<file path="config.mk">
export PLATFORM = sky130hd
export DESIGN_NAME = multi_channel_data_sync_flat
export DESIGN_NICKNAME = d
export VERILOG_FILES = /design/src/rtl/multi_channel_data_sync_pkg.sv /design/src/rtl/multi_channel_data_sync_if.sv /design/src/rtl/multi_channel_data_sync_sync_channel.sv /design/src/rtl/multi_channel_data_sync.sv /design/src/flat_wrapper.sv
export SDC_FILE = /design/constraint.sdc
export NUM_CORES = 1
export LEC_CHECK = 0
export ABC_AREA = 1
export CORE_AREA = 5 5 60 62
export CTS_BUF_LIST = sky130_fd_sc_hd__clkbuf_16
export CTS_CLUSTER_SIZE = 10
export DETAILED_ROUTE_END_ITERATION = 16
export DIE_AREA = 0 0 65 67
export PLACE_DENSITY = 0.72
export RECOVER_POWER = 25
export SETUP_SLACK_MARGIN = 0.1
export SLEW_MARGIN = 20
export SYNTH_ARGS = -nofsm -noshare
export SYNTH_HDL_FRONTEND = slang
export SYNTH_HIERARCHICAL = 1
export SYNTH_SLANG_ARGS = --single-unit
</file>
<file path="constraint.sdc">
create_clock -name CLK -period 1.1 [get_ports CLK]
set_clock_uncertainty 0.2 [all_clocks]
set_input_delay 0.165 -clock CLK [delete_from_list [all_inputs] [get_ports CLK]]
set_output_delay 0.165 -clock CLK [all_outputs]
set_load 0.01 [all_outputs]
</file>
<file path="src/rtl/multi_channel_data_sync_pkg.sv">
// Shared definitions for the multi-channel CDC data synchroniser:
// event-mode encodings, the minimum qualifier sync depth and the
// per-channel action decode used by every channel instance.
package cdc_pkg;

  // Event-mode encodings for the MODE parameter.
  localparam int MODE_LEVEL  = 0;  // event on rising edge of the synced qualifier
  localparam int MODE_TOGGLE = 1;  // event on either edge of the synced qualifier

  // Fewest flops allowed on a qualifier synchroniser chain.
  localparam int CDC_MIN_STAGES = 2;

  // What a channel does at the next clock edge.
  typedef enum logic [1:0] {
    ACT_IDLE    = 2'd0,  // nothing happens
    ACT_CAPTURE = 2'd1,  // load new data, (re)assert valid, pulse
    ACT_DROP    = 2'd2,  // event lost because held data is unconsumed
    ACT_CONSUME = 2'd3   // consumer took the held data, valid falls
  } chan_action_e;

  // Decide a channel's action from the detected event, the hold state
  // and the consumer's ready. A consumer accepting in the same cycle as
  // a new event frees the holding register, so the event is captured.
  function automatic chan_action_e chan_action(input logic evt,
                                               input logic valid,
                                               input logic ready);
    chan_action_e act;
    act = ACT_IDLE;
    if (evt) begin
      act = (!valid || ready) ? ACT_CAPTURE : ACT_DROP;
    end else if (valid && ready) begin
      act = ACT_CONSUME;
    end
    return act;
  endfunction

endpackage

</file>
<file path="src/rtl/multi_channel_data_sync_if.sv">
// Bundle of the per-channel qualifier, data and handshake signals that
// cross into the destination domain. The producer/consumer side uses
// the master modport; the synchroniser uses the slave modport.
interface multi_channel_data_sync_if #(
  parameter int NUM_CH    = 2,
  parameter int BUS_WIDTH = 8
);

  logic [NUM_CH-1:0]           bus_enable;    // async qualifier per channel
  logic [NUM_CH*BUS_WIDTH-1:0] unsync_bus;    // async data, channel c at [c*BUS_WIDTH +: BUS_WIDTH]
  logic [NUM_CH-1:0]           data_ready;    // consumer accepts held data
  logic [NUM_CH-1:0]           overrun_clr;   // clears sticky overrun
  logic [NUM_CH*BUS_WIDTH-1:0] sync_bus;      // captured data, same packing
  logic [NUM_CH-1:0]           enable_pulse;  // one cycle per accepted capture
  logic [NUM_CH-1:0]           data_valid;    // held data not yet consumed
  logic [NUM_CH-1:0]           overrun;       // sticky: an event was dropped

  modport master (
    output bus_enable, unsync_bus, data_ready, overrun_clr,
    input  sync_bus, enable_pulse, data_valid, overrun
  );

  modport slave (
    input  bus_enable, unsync_bus, data_ready, overrun_clr,
    output sync_bus, enable_pulse, data_valid, overrun
  );

endinterface

</file>
<file path="src/rtl/multi_channel_data_sync_sync_channel.sv">
// One synchroniser channel: qualifier flop chain, edge detection against
// a reference flop, a capture register with valid/ready hold handshake
// and a sticky overrun flag. Every output comes straight from a flop.
module sync_channel
  import cdc_pkg::*;
#(
  parameter int NUM_STAGES = 2,
  parameter int BUS_WIDTH  = 8,
  parameter int MODE       = MODE_LEVEL
) (
  input  logic                 CLK,
  input  logic                 RST,
  input  logic                 bus_enable_i,
  input  logic [BUS_WIDTH-1:0] unsync_bus_i,
  input  logic                 data_ready_i,
  input  logic                 overrun_clr_i,
  output logic [BUS_WIDTH-1:0] sync_bus_o,
  output logic                 enable_pulse_o,
  output logic                 data_valid_o,
  output logic                 overrun_o
);

  logic [NUM_STAGES-1:0] sync_q;
  logic                  edge_ref_q;
  logic                  evt_w;
  chan_action_e          action_w;

  logic [BUS_WIDTH-1:0]  data_q, data_d;
  logic                  valid_q, valid_d;
  logic                  pulse_q, pulse_d;
  logic                  ovr_q, ovr_d;

  // Qualifier synchroniser chain plus the reference copy of its last stage.
  // NOTE: sequential state uses non-blocking assignments so every flop in
  // the chain samples the value its predecessor held before this edge.
  always_ff @(posedge CLK or negedge RST) begin
    if (!RST) begin
      sync_q     <= '0;
      edge_ref_q <= 1'b0;
    end else begin
      sync_q     <= {sync_q[NUM_STAGES-2:0], bus_enable_i};
      edge_ref_q <= sync_q[NUM_STAGES-1];
    end
  end

  // Event = change of the synced qualifier against its previous value.
  // The reference resets to 0, so a qualifier already high at reset
  // release yields exactly one event in either mode.
  generate
    if (MODE == MODE_TOGGLE) begin : g_toggle
      assign evt_w = sync_q[NUM_STAGES-1] ^ edge_ref_q;
    end else begin : g_level
      assign evt_w = sync_q[NUM_STAGES-1] & ~edge_ref_q;
    end
  endgenerate

  assign action_w = chan_action(evt_w, valid_q, data_ready_i);

  // Next-state decode for the hold register, valid, pulse and overrun.
  // NOTE: every variable gets a default before the case so no path leaves
  // one unassigned, which would otherwise infer a latch.
  always_comb begin
    data_d  = data_q;
    valid_d = valid_q;
    pulse_d = 1'b0;
    ovr_d   = overrun_clr_i ? 1'b0 : ovr_q;
    case (action_w)
      ACT_CAPTURE: begin
        data_d  = unsync_bus_i;
        valid_d = 1'b1;
        pulse_d = 1'b1;
      end
      // Oldest data is kept; a drop overrides a concurrent clear.
      ACT_DROP:    ovr_d   = 1'b1;
      ACT_CONSUME: valid_d = 1'b0;
      default:     ;
    endcase
  end

  // Capture register and handshake flags.
  // NOTE: the data register is reset as well, because a reset in the middle
  // of operation must discard held data and present zero on sync_bus.
  always_ff @(posedge CLK or negedge RST) begin
    if (!RST) begin
      data_q  <= '0;
      valid_q <= 1'b0;
      pulse_q <= 1'b0;
      ovr_q   <= 1'b0;
    end else begin
      data_q  <= data_d;
      valid_q <= valid_d;
      pulse_q <= pulse_d;
      ovr_q   <= ovr_d;
    end
  end

  assign sync_bus_o     = data_q;
  assign enable_pulse_o = pulse_q;
  assign data_valid_o   = valid_q;
  assign overrun_o      = ovr_q;

endmodule

</file>
<file path="src/rtl/multi_channel_data_sync.sv">
// Destination-domain synchroniser for NUM_CH independent buses. Each
// channel is a self-contained sync_channel; the top only slices the
// packed buses. The interface instance must be built with the same
// NUM_CH and BUS_WIDTH as this module.
module multi_channel_data_sync
  import cdc_pkg::*;
#(
  parameter int NUM_STAGES = 2,
  parameter int BUS_WIDTH  = 8,
  parameter int NUM_CH     = 2,
  parameter int MODE       = MODE_LEVEL
) (
  input  logic                      CLK,
  input  logic                      RST,
  multi_channel_data_sync_if.slave  sync_if
);

  // Reject configurations the channel logic cannot implement.
  generate
    if (NUM_STAGES < CDC_MIN_STAGES) begin : g_bad_stages
      $error("multi_channel_data_sync: NUM_STAGES must be >= 2");
    end
    if (NUM_CH < 1) begin : g_bad_ch
      $error("multi_channel_data_sync: NUM_CH must be >= 1");
    end
    if (MODE != MODE_LEVEL && MODE != MODE_TOGGLE) begin : g_bad_mode
      $error("multi_channel_data_sync: MODE must be 0 (LEVEL) or 1 (TOGGLE)");
    end
  endgenerate

  // One independent channel per bus; no cross-channel coupling.
  generate
    for (genvar c = 0; c < NUM_CH; c++) begin : g_ch
      sync_channel #(
        .NUM_STAGES (NUM_STAGES),
        .BUS_WIDTH  (BUS_WIDTH),
        .MODE       (MODE)
      ) u_ch (
        .CLK            (CLK),
        .RST            (RST),
        .bus_enable_i   (sync_if.bus_enable[c]),
        .unsync_bus_i   (sync_if.unsync_bus[c*BUS_WIDTH +: BUS_WIDTH]),
        .data_ready_i   (sync_if.data_ready[c]),
        .overrun_clr_i  (sync_if.overrun_clr[c]),
        .sync_bus_o     (sync_if.sync_bus[c*BUS_WIDTH +: BUS_WIDTH]),
        .enable_pulse_o (sync_if.enable_pulse[c]),
        .data_valid_o   (sync_if.data_valid[c]),
        .overrun_o      (sync_if.overrun[c])
      );
    end
  endgenerate

endmodule

</file>
<file path="src/flat_wrapper.sv">
// flat-port wrapper written by rule: the top's interface ports become plain ports
module multi_channel_data_sync_flat import cdc_pkg::*;
#(
  parameter int NUM_STAGES = 2,
  parameter int BUS_WIDTH  = 8,
  parameter int NUM_CH     = 2,
  parameter int MODE       = MODE_LEVEL
)
  (CLK, RST, sync_if_bus_enable, sync_if_unsync_bus, sync_if_data_ready, sync_if_overrun_clr, sync_if_sync_bus, sync_if_enable_pulse, sync_if_data_valid, sync_if_overrun);
  multi_channel_data_sync_if #(.NUM_CH(NUM_CH), .BUS_WIDTH(BUS_WIDTH)) sync_if_i ();
  input  logic CLK;
  input  logic RST;
  input wire logic [$bits(sync_if_i.bus_enable)-1:0] sync_if_bus_enable;
  input wire logic [$bits(sync_if_i.unsync_bus)-1:0] sync_if_unsync_bus;
  input wire logic [$bits(sync_if_i.data_ready)-1:0] sync_if_data_ready;
  input wire logic [$bits(sync_if_i.overrun_clr)-1:0] sync_if_overrun_clr;
  output wire logic [$bits(sync_if_i.sync_bus)-1:0] sync_if_sync_bus;
  output wire logic [$bits(sync_if_i.enable_pulse)-1:0] sync_if_enable_pulse;
  output wire logic [$bits(sync_if_i.data_valid)-1:0] sync_if_data_valid;
  output wire logic [$bits(sync_if_i.overrun)-1:0] sync_if_overrun;
  assign sync_if_i.bus_enable = sync_if_bus_enable;
  assign sync_if_i.unsync_bus = sync_if_unsync_bus;
  assign sync_if_i.data_ready = sync_if_data_ready;
  assign sync_if_i.overrun_clr = sync_if_overrun_clr;
  assign sync_if_sync_bus = sync_if_i.sync_bus;
  assign sync_if_enable_pulse = sync_if_i.enable_pulse;
  assign sync_if_data_valid = sync_if_i.data_valid;
  assign sync_if_overrun = sync_if_i.overrun;
  multi_channel_data_sync #(.NUM_STAGES(NUM_STAGES), .BUS_WIDTH(BUS_WIDTH), .NUM_CH(NUM_CH), .MODE(MODE)) u_core (.CLK(CLK), .RST(RST), .sync_if(sync_if_i));
endmodule
</file>
==> impl_metrics.toml, run 1 <==
[sta]
period_share_pct = 109
rsz0062_at_grt = "yes"
whs_ns = 0.147
setup_viol = 40
maxSlewViolCount = 0
fmax_mhz = 836
period_needed_ns = 1.20
finalSetupTns_ns = -2.05
worst_slew_pin_slew_ns = 0.374
layout_setup_ws_ns = -0.0961
hold_viol = 0
slew_headroom_pct = 75.1

[worst_setup_path]
r2r-end = "u_core/g_ch[1].u_ch/sync_bus_o[4]"
reg2reg_from = "u_core/g_ch[1].u_ch/edge_ref_q"
crit_type = "reg2reg"
endpoint = "u_core/g_ch[1].u_ch/sync_bus_o[4]"
worstSetupStartpoint = "u_core/g_ch[1].u_ch/edge_ref_q"
crit_path_start_kind = "flip-flop"
worst_ep_required_time_ns = 1.09
endpoint_kind = "flip-flop"
crit_fanout = 5
arrival_ns = 1.19
r2r_setup_slack_ns = -0.1
reg2reg_depth = 4

[logic_synthesis]
ys_seq_area_share_pct = 66.5
yosys_warnings = 6
synth_cell_types = 10
yosysTopAreaCellShare_pct = 66.5
syn_area_per_cell_um2 = 10.5
mappedNetlistNets = 124
mappedNetlistArea_um2 = 1050
netlist.top_cell.by_area = "dfrtp_1"
syn_inst = 100
ys_ff_latch = 28
ys_top_cells_by_area = "dfrtp_1 67%, nand2_1 13%, nand3_1 7.6%, nor2_8 3.8%, inv_1 2.1%"

[route]
final_antenna_net_count = 0
wl_um = 3050
vias_per_cell = 4.70
drc = 0
vias = 983
wl_per_cell_um = 14.6
dr.first_iter.drc_count = 42
first_pass_iters = 4

[finish]
areaGrowthSynthToFinish_pct = 81.1
fillers = 241
post_route_cells_drive_above_1_share_pct = 50.6
final_util_pct = 64.1
fin_area_um2 = 1910
fin_cells = 209
n_antenna_cell = 0
fin_nets = 202

[grt]
gr-total-overflow = 0
first_global_vias = 1082
grt_pass1_wl_um = 4910
antenna_found_initial = 0
use_met1_pct = 17.0
grt_max_degree = 29
grtUsageMet3_pct = 4.55
busiest_layer = "met2"
grt_usage_pct = 14.8
use_met2_pct = 26.1

[clock_tree]
cts_tree = "done"
clock_latency_ns = 0.26
ctsRootBufferMaster = "clkbuf_16"
cts_buffers = 3
ctsHoldBuffers = 0
clockBufferDepth = 2
clkTransAtPathRegs_ns = 0.06
htree_num_levels = 1
cts_sinks = 28

[placed_design]
placedCellCount = 187
dpl.hpwl_um = 1810
place_area_um2 = 1630
routabilityCongestion = 0.767
port_buffers = 45
pre_cts_ws_ns = -0.351

[power]
ir_worst_vdd_v = 0.000626
powerDensity_nw_per_um2 = 1450
p_leak_nw = 0.987
fin_total_pwr_mw = 2.77

[run_status]
violations = "setup timing"
outcome = "finished, violations left"

[min_path]
hold_class = "reg2reg"

[die]
die_h_um = 67
boundaryPins = 46
coreArea_um2 = 2980
dieArea_um2 = 4360
floorplan.initialDensity_pct = 35.4
rows = 20
die_w_um = 65

[run]
max_cap_viol_count = 0
## where the power goes
group          total, mW  switching (mW)  internal [mW]
clock network      0.787           0.306          0.481
registers           1.22          0.0700           1.15
logic              0.764           0.357          0.408
## layer usage
layer | vias to the layer above | share of wire [%]
met5 | - | 0
met4 | 0 | 1.7
met3 | 6 | 5.7
met2 | 36 | 52
met1 | 473 | 41
li1 | 468 | -
## worst max-delay path, cell delays in order, from the launching register on
cell	delay, ns
dfrtp_2	0.44
buf_4	0.16
nor2_4	0.16
nand3_2	0.09
nand2_1	0.08
## final cells by class
class                      count  area, um^2  share of cell area, %
multi-input combinational     64         465                   24.4
inverter                      10        37.5                   1.97
sequential                    28         702                   36.8
tap                           33        41.3                   2.16
clock buffer                   3        75.1                   3.93
timing repair buffer          71         587                   30.8
## cell usage after synthesis
cell and count:
nand2_2 2, nor2_8 2, inv_2 4, dfrtp_1 28, o21ai_1 2, buf_4 2
nand3_1 16, inv_1 6, nand2_4 2, nand2_1 36
## sequential cells by signal, summed over array words and instances, names as in the netlist
register / count
u_core/g_ch.u_ch/enable_pulse_o: 2
u_core/g_ch.u_ch/edge_ref_q: 2
u_core/g_ch.u_ch/data_valid_o: 2
u_core/g_ch.u_ch/overrun_o: 2
u_core/g_ch.u_ch/sync_bus_o: 16
u_core/g_ch.u_ch/sync_q: 4
## kinds of logic (layout without fill, tap and decap cells)
kind of cell,Yosys count,count (layout),synth area share (%)
buf+inv,12,84,4.99
compound gates,2,2,0.950
flops,28,28,66.5
simple gates,58,62,27.6
## repair_timing
item	CTS	global route
setup endpoints to repair	44	44
cloned	3	1
pin swaps	9	7
buffers inserted	9	6
gates resized for setup	114	14
## placed cells by master (no fill, tap or decap), drive strengths merged
cell,instances
clkbuf,4
nor2,3
nand2,43
dfrtp,28
buf,47
clkdlybuf4s50,20
nand3,16
dlygate4sd3,3
o21ai,2
inv,10
## worst min path at each step
| stage | start | to | slack [ns] | cells after the start |
|---|---|---|---|---|
| CTS | RST | u_core/g_ch[0].u_ch/sync_q[0] | 0.07 | 2 |
| floorplan | RST | u_core/g_ch[0].u_ch/data_valid_o | -0.33 | 0 |
| global placement | u_core/g_ch[0].u_ch/sync_q[0] | u_core/g_ch[0].u_ch/sync_q[1] | 0.13 | 0 |
| finish | u_core/g_ch[1].u_ch/sync_q[0] | u_core/g_ch[1].u_ch/sync_q[1] | 0.15 | 0 |
| global route | u_core/g_ch[0].u_ch/sync_q[0] | u_core/g_ch[0].u_ch/sync_q[1] | 0.15 | 0 |
| detailed placement | u_core/g_ch[1].u_ch/sync_q[0] | u_core/g_ch[1].u_ch/sync_q[1] | 0.14 | 0 |
(Power assumes the default switching activity.)
==> inputs of run 2 (changes only) <==
--- a/config.mk
+++ b/config.mk
@@ -11,7 +11,7 @@
 export CTS_CLUSTER_SIZE = 10
 export DETAILED_ROUTE_END_ITERATION = 16
 export DIE_AREA = 0 0 65 67
-export PLACE_DENSITY = 0.72
+export PLACE_DENSITY = 0.83
 export RECOVER_POWER = 25
 export SETUP_SLACK_MARGIN = 0.1
 export SLEW_MARGIN = 20
==> impl_metrics.toml, run 2 (synthesis gave the netlist of run 1 again) <==
[sta]
period_needed_ns = 1.17
worst_slew_pin_slew_ns = 0.375
finalSetupTns_ns = -1.87
setup_viol = 43
whs_ns = 0.150
layout_setup_ws_ns = -0.0723
fmax_mhz = 853
slew_headroom_pct = 75.0
hold_viol = 0
rsz0062_at_grt = "yes"
maxSlewViolCount = 0
period_share_pct = 107

[finish]
final_cell_mix = "28 x nand2_1, 28 x dfrtp_1, 20 x clkdlybuf4s50_1"
post_route_cells_drive_above_1_share_pct = 47.7
fin_area_um2 = 1910
n_antenna_cell = 0
fin_nets = 202
areaGrowthSynthToFinish_pct = 80.9
largest_reg_flops = 16
fin_cells = 209
fillers = 246
final_util_pct = 64.0

[worst_setup_path]
crit_fanout = 5
cp_slowest_cell = "dfrtp_1"
reg2reg_depth = 4
max_stage_delay_ns = 0.43
r2r_setup_slack_ns = -0.07
crit_path_start_kind = "flip-flop"
reg2reg_from = "u_core/g_ch[0].u_ch/edge_ref_q"
crit_type = "reg2reg"
r2r-end = "u_core/g_ch[0].u_ch/sync_bus_o[2]"
crit_chain = "nor2_8, nand2_4, nand2_1, nand2_1"
arrival_ns = 1.12
worst_ep_required_time_ns = 1.05
endpoint_kind = "flip-flop"
critPathMostFrequentCell = "nand2_1"

[clock_tree]
htree_num_levels = 1
cts_sinks = 28
cts_buffers = 3
clockBufferDepth = 2
cts_tree = "done"
clock_latency_ns = 0.26
clkTransAtPathRegs_ns = 0.06
ctsRootBufferMaster = "clkbuf_16"

[grt]
grt_pass1_wl_um = 4730
antenna_found_initial = 0
first_global_vias = 1016
grt_usage_pct = 14.5
gr-total-overflow = 0
grt_max_degree = 29

[die]
rows = 20
coreArea_um2 = 2980
die_h_um = 67
dieArea_um2 = 4360
floorplan.initialDensity_pct = 35.4
die_w_um = 65
boundaryPins = 46

[run_status]
outcome = "finished, violations left"
violations = "setup timing"

[power]
fin_total_pwr_mw = 2.76
ir_worst_vdd_v = 0.000678
p_leak_nw = 0.991
powerDensity_nw_per_um2 = 1450

[route]
drc = 0
wl_um = 2960
first_pass_iters = 5
vias = 958
wl_per_cell_um = 14.1
final_antenna_net_count = 0
dr.first_iter.drc_count = 35
vias_per_cell = 4.58

[placed_design]
place_area_um2 = 1630
routabilityCongestion = 0.688
port_buffers = 45
placedCellCount = 188
pre_cts_ws_ns = -0.309
dpl.hpwl_um = 1940

[run]
max_cap_viol_count = 0

[min_path]
min_from = "u_core/g_ch[0].u_ch/sync_q[0]"
min_path_cells = 0
min_to = "u_core/g_ch[0].u_ch/sync_q[1]"
hold_class = "reg2reg"
==> run 2: power breakdown <==
part	total (mW)	internal [mW]	switching, mW
Combinational	0.729	0.400	0.328
Sequential	1.23	1.15	0.0750
Clock	0.806	0.482	0.324
==> run 2: worst max-delay path by stage <==
stage	start	endpoint	slack (ns)	cells after the start
after floorplan	u_core/g_ch[0].u_ch/edge_ref_q	u_core/g_ch[0].u_ch/sync_bus_o[0]	0.03	4
after global placement	sync_if_data_ready[0]	u_core/g_ch[0].u_ch/overrun_o	-0.25	7
after detailed placement	sync_if_data_ready[1]	u_core/g_ch[1].u_ch/sync_bus_o[3]	-0.31	6
after CTS	u_core/g_ch[1].u_ch/sync_bus_o[3]	sync_if_sync_bus[11]	-0.07	1
after global routing	u_core/g_ch[0].u_ch/edge_ref_q	u_core/g_ch[0].u_ch/sync_bus_o[1]	-0.11	4
final	u_core/g_ch[0].u_ch/edge_ref_q	u_core/g_ch[0].u_ch/sync_bus_o[2]	-0.07	4
==> run 2: layout make-up <==
class / instances / area [um^2] / area share [%]
Clock buffer: 3 / 75.1 / 3.94
Inverter: 10 / 37.5 / 1.97
Multi-Input combinational cell: 61 / 417 / 21.9
Sequential cell: 28 / 701 / 36.8
Tap cell: 33 / 41.3 / 2.17
Timing Repair Buffer: 74 / 634 / 33.3
==> run 2: what timing repair did <==
item,CTS,global route
pin swaps,11,18
hold buffers,0,0
resized for setup,113,15
endpoints found under the hold margin,0,0
buffers inserted,11,6
endpoints found under the setup margin,44,44
cloned,1,0
==> run 2: per-layer routing <==
metal  vias to the layer above  GRT usage [%]  wire, um  share of wire (%)
li1                        463              -         -                  -
met1                       464           16.3      1140                 39
met2                        25           26.1      1660                 56
met3                         6           2.02        89                3.0
met4                         0           8.44        63                2.1
met5                         -              0         0                  0
==> run 2: worst max-delay path, delay by kind of cell (launching register included) <==
kind | cells | cell delay (ns)
and+or+nand+nor | 4 | 0.43
DFF | 1 | 0.43
==> inputs of run 3 (changes only) <==
--- a/config.mk
+++ b/config.mk
@@ -14,6 +14,7 @@
 export PLACE_DENSITY = 0.83
 export RECOVER_POWER = 25
 export SETUP_SLACK_MARGIN = 0.1
+export SKIP_LAST_GASP = 1
 export SLEW_MARGIN = 20
 export SYNTH_ARGS = -nofsm -noshare
 export SYNTH_HDL_FRONTEND = slang
==> impl_metrics.toml, run 3 (synthesis gave the netlist of run 1 again) <==
[worst_setup_path]
crit_chain = "nor2_8, nand2_4, nand2_1, nand2_1"
crit_fanout = 5
crit_path_start_kind = "flip-flop"
critPathMostFrequentCell = "nand2_1"
endpoint_kind = "flip-flop"
crit_type = "reg2reg"
arrival_ns = 1.12
cp_slowest_cell = "dfrtp_1"
critPathBufInv = 0
worst_ep_required_time_ns = 1.05
max_stage_delay_ns = 0.43
cp_top_family = "flip-flops"

[sta]
worst_slew_pin_slew_ns = 0.375
maxSlewViolCount = 0
hold_viol = 0
finalSetupTns_ns = -1.87
fmax_mhz = 853
period_needed_ns = 1.17
layout_setup_ws_ns = -0.0727
rsz0062_at_grt = "yes"
setup_viol = 43
slew_headroom_pct = 75.0
period_share_pct = 107

[clock_tree]
clkTransAtPathRegs_ns = 0.06
cts_sinks = 28
ctsHoldBuffers = 0
clock_latency_ns = 0.26
ctsRootBufferMaster = "clkbuf_16"
htree_num_levels = 1
cts_tree = "done"
cts_buffers = 3
clockBufferDepth = 2

[grt]
grt_max_degree = 29
grt_pass1_wl_um = 4710
gr-total-overflow = 0
first_global_vias = 1039
antenna_found_initial = 0
grt_usage_pct = 14.4

[die]
die_h_um = 67
dieArea_um2 = 4360
rows = 20
die_w_um = 65
floorplan.initialDensity_pct = 35.4
coreArea_um2 = 2980
boundaryPins = 46

[finish]
layout_commonest_cell = "nand2_1"
n_antenna_cell = 0
fin_nets = 203
final_cell_mix = "29 x nand2_1, 28 x dfrtp_1, 20 x clkdlybuf4s50_1"
post_route_cells_drive_above_1_share_pct = 46.9
areaGrowthSynthToFinish_pct = 79.9
fin_area_um2 = 1900
largest_reg_flops = 16
fillers = 249

[route]
wl_um = 2980
vias = 967
wl_per_cell_um = 14.2
final_antenna_net_count = 0
dr.first_iter.drc_count = 26
vias_per_cell = 4.60
first_pass_iters = 4
drc = 0

[power]
powerDensity_nw_per_um2 = 1450
swShare_pct = 26.3
netSwitchingPower_mw = 0.724
seq_power_share_pct = 44.5
p_leak_nw = 0.992
fin_total_pwr_mw = 2.75
cell_internal_pwr_mw = 2.03
p_comb_share_pct = 26.3
ir_worst_vdd_v = 0.000707
power_frac_clock_pct = 29.2

[run_status]
violations = "setup timing"
outcome = "finished, violations left"

[run]
max_cap_viol_count = 0

[placed_design]
port_buffers = 45
dpl.hpwl_um = 1940
place_area_um2 = 1630
routabilityCongestion = 0.688

[min_path]
hold_class = "reg2reg"
## run 3: cell count changes in the layout (fill, tap and decap cells not counted), sizes merged
cell,previous run,this run
buf,50,51
## run 3: worst reg2reg max path, cell delays in order (launching register included)
cell     delay, ns
dfrtp_1       0.43
nor2_8        0.21
nand2_4       0.10
nand2_1       0.07
nand2_1       0.05
## run 3: metal layers
layer	part of all wire, %	track usage [%]	vias to the layer above
li1	-	-	465
met1	37	15.7	457
met2	56	26.4	35
met3	3.9	2.02	10
met4	3.6	8.18	0
met5	0	0	-
## run 3: layout make-up
type | count | area [um^2] | share of cell area, %
flip-flops and latches | 28 | 701 | 37.0
repair buffers | 75 | 632 | 33.3
multi-input cells | 61 | 409 | 21.6
clock buffers | 3 | 75.1 | 3.96
well taps | 33 | 41.3 | 2.18
inverters | 10 | 37.5 | 1.98
## run 3: final timing paths
check | start | to | slack, ns | depth (start not counted)
worst max-delay path | u_core/g_ch[0].u_ch/edge_ref_q | u_core/g_ch[0].u_ch/sync_bus_o[2] | -0.07 | 4
worst max register to register | u_core/g_ch[0].u_ch/edge_ref_q | u_core/g_ch[0].u_ch/sync_bus_o[2] | -0.07 | 4
max in group asynchronous | RST | u_core/g_ch[0].u_ch/data_valid_o | 0.25 | 2
worst min-delay path | u_core/g_ch[0].u_ch/sync_q[0] | u_core/g_ch[0].u_ch/sync_q[1] | 0.15 | 0
min in group asynchronous | RST | u_core/g_ch[1].u_ch/sync_bus_o[2] | 0.18 | 2
worst min register to register | u_core/g_ch[0].u_ch/sync_q[0] | u_core/g_ch[0].u_ch/sync_q[1] | 0.15 | 0
## run 3: what timing repair did
| item | CTS | global route |
|---|---|---|
| endpoints found under the hold margin | 0 | 0 |
| buffers inserted | 11 | 7 |
| endpoints found under the setup margin | 44 | 44 |
| cloned | 1 | 0 |
| pin swaps | 11 | 17 |
| resized for setup | 112 | 12 |
## run 3: per-stage QoR
step	instances	setup slack [ns]	utilization (%)	hold slack [ns]
after floorplan	100	0.0343	-	-0.331
after global placement	188	-0.254	54.8	0.134
after detailed placement	188	-0.309	54.8	0.138
after CTS	203	-0.0660	60.7	0.0593
after global routing	210	-0.115	63.7	0.164
final	210	-0.0727	63.7	0.150
## run 3: power by group through the flow
stage / Combinational, mW / Sequential, mW / Clock, mW
floorplan: 0.149 / 1.29 / 0
global placement: 0.605 / 1.23 / 0
detailed placement: 0.623 / 1.24 / 0
CTS: 0.666 / 1.22 / 0.821
global route: 0.784 / 1.24 / 0.852
finish: 0.724 / 1.23 / 0.806
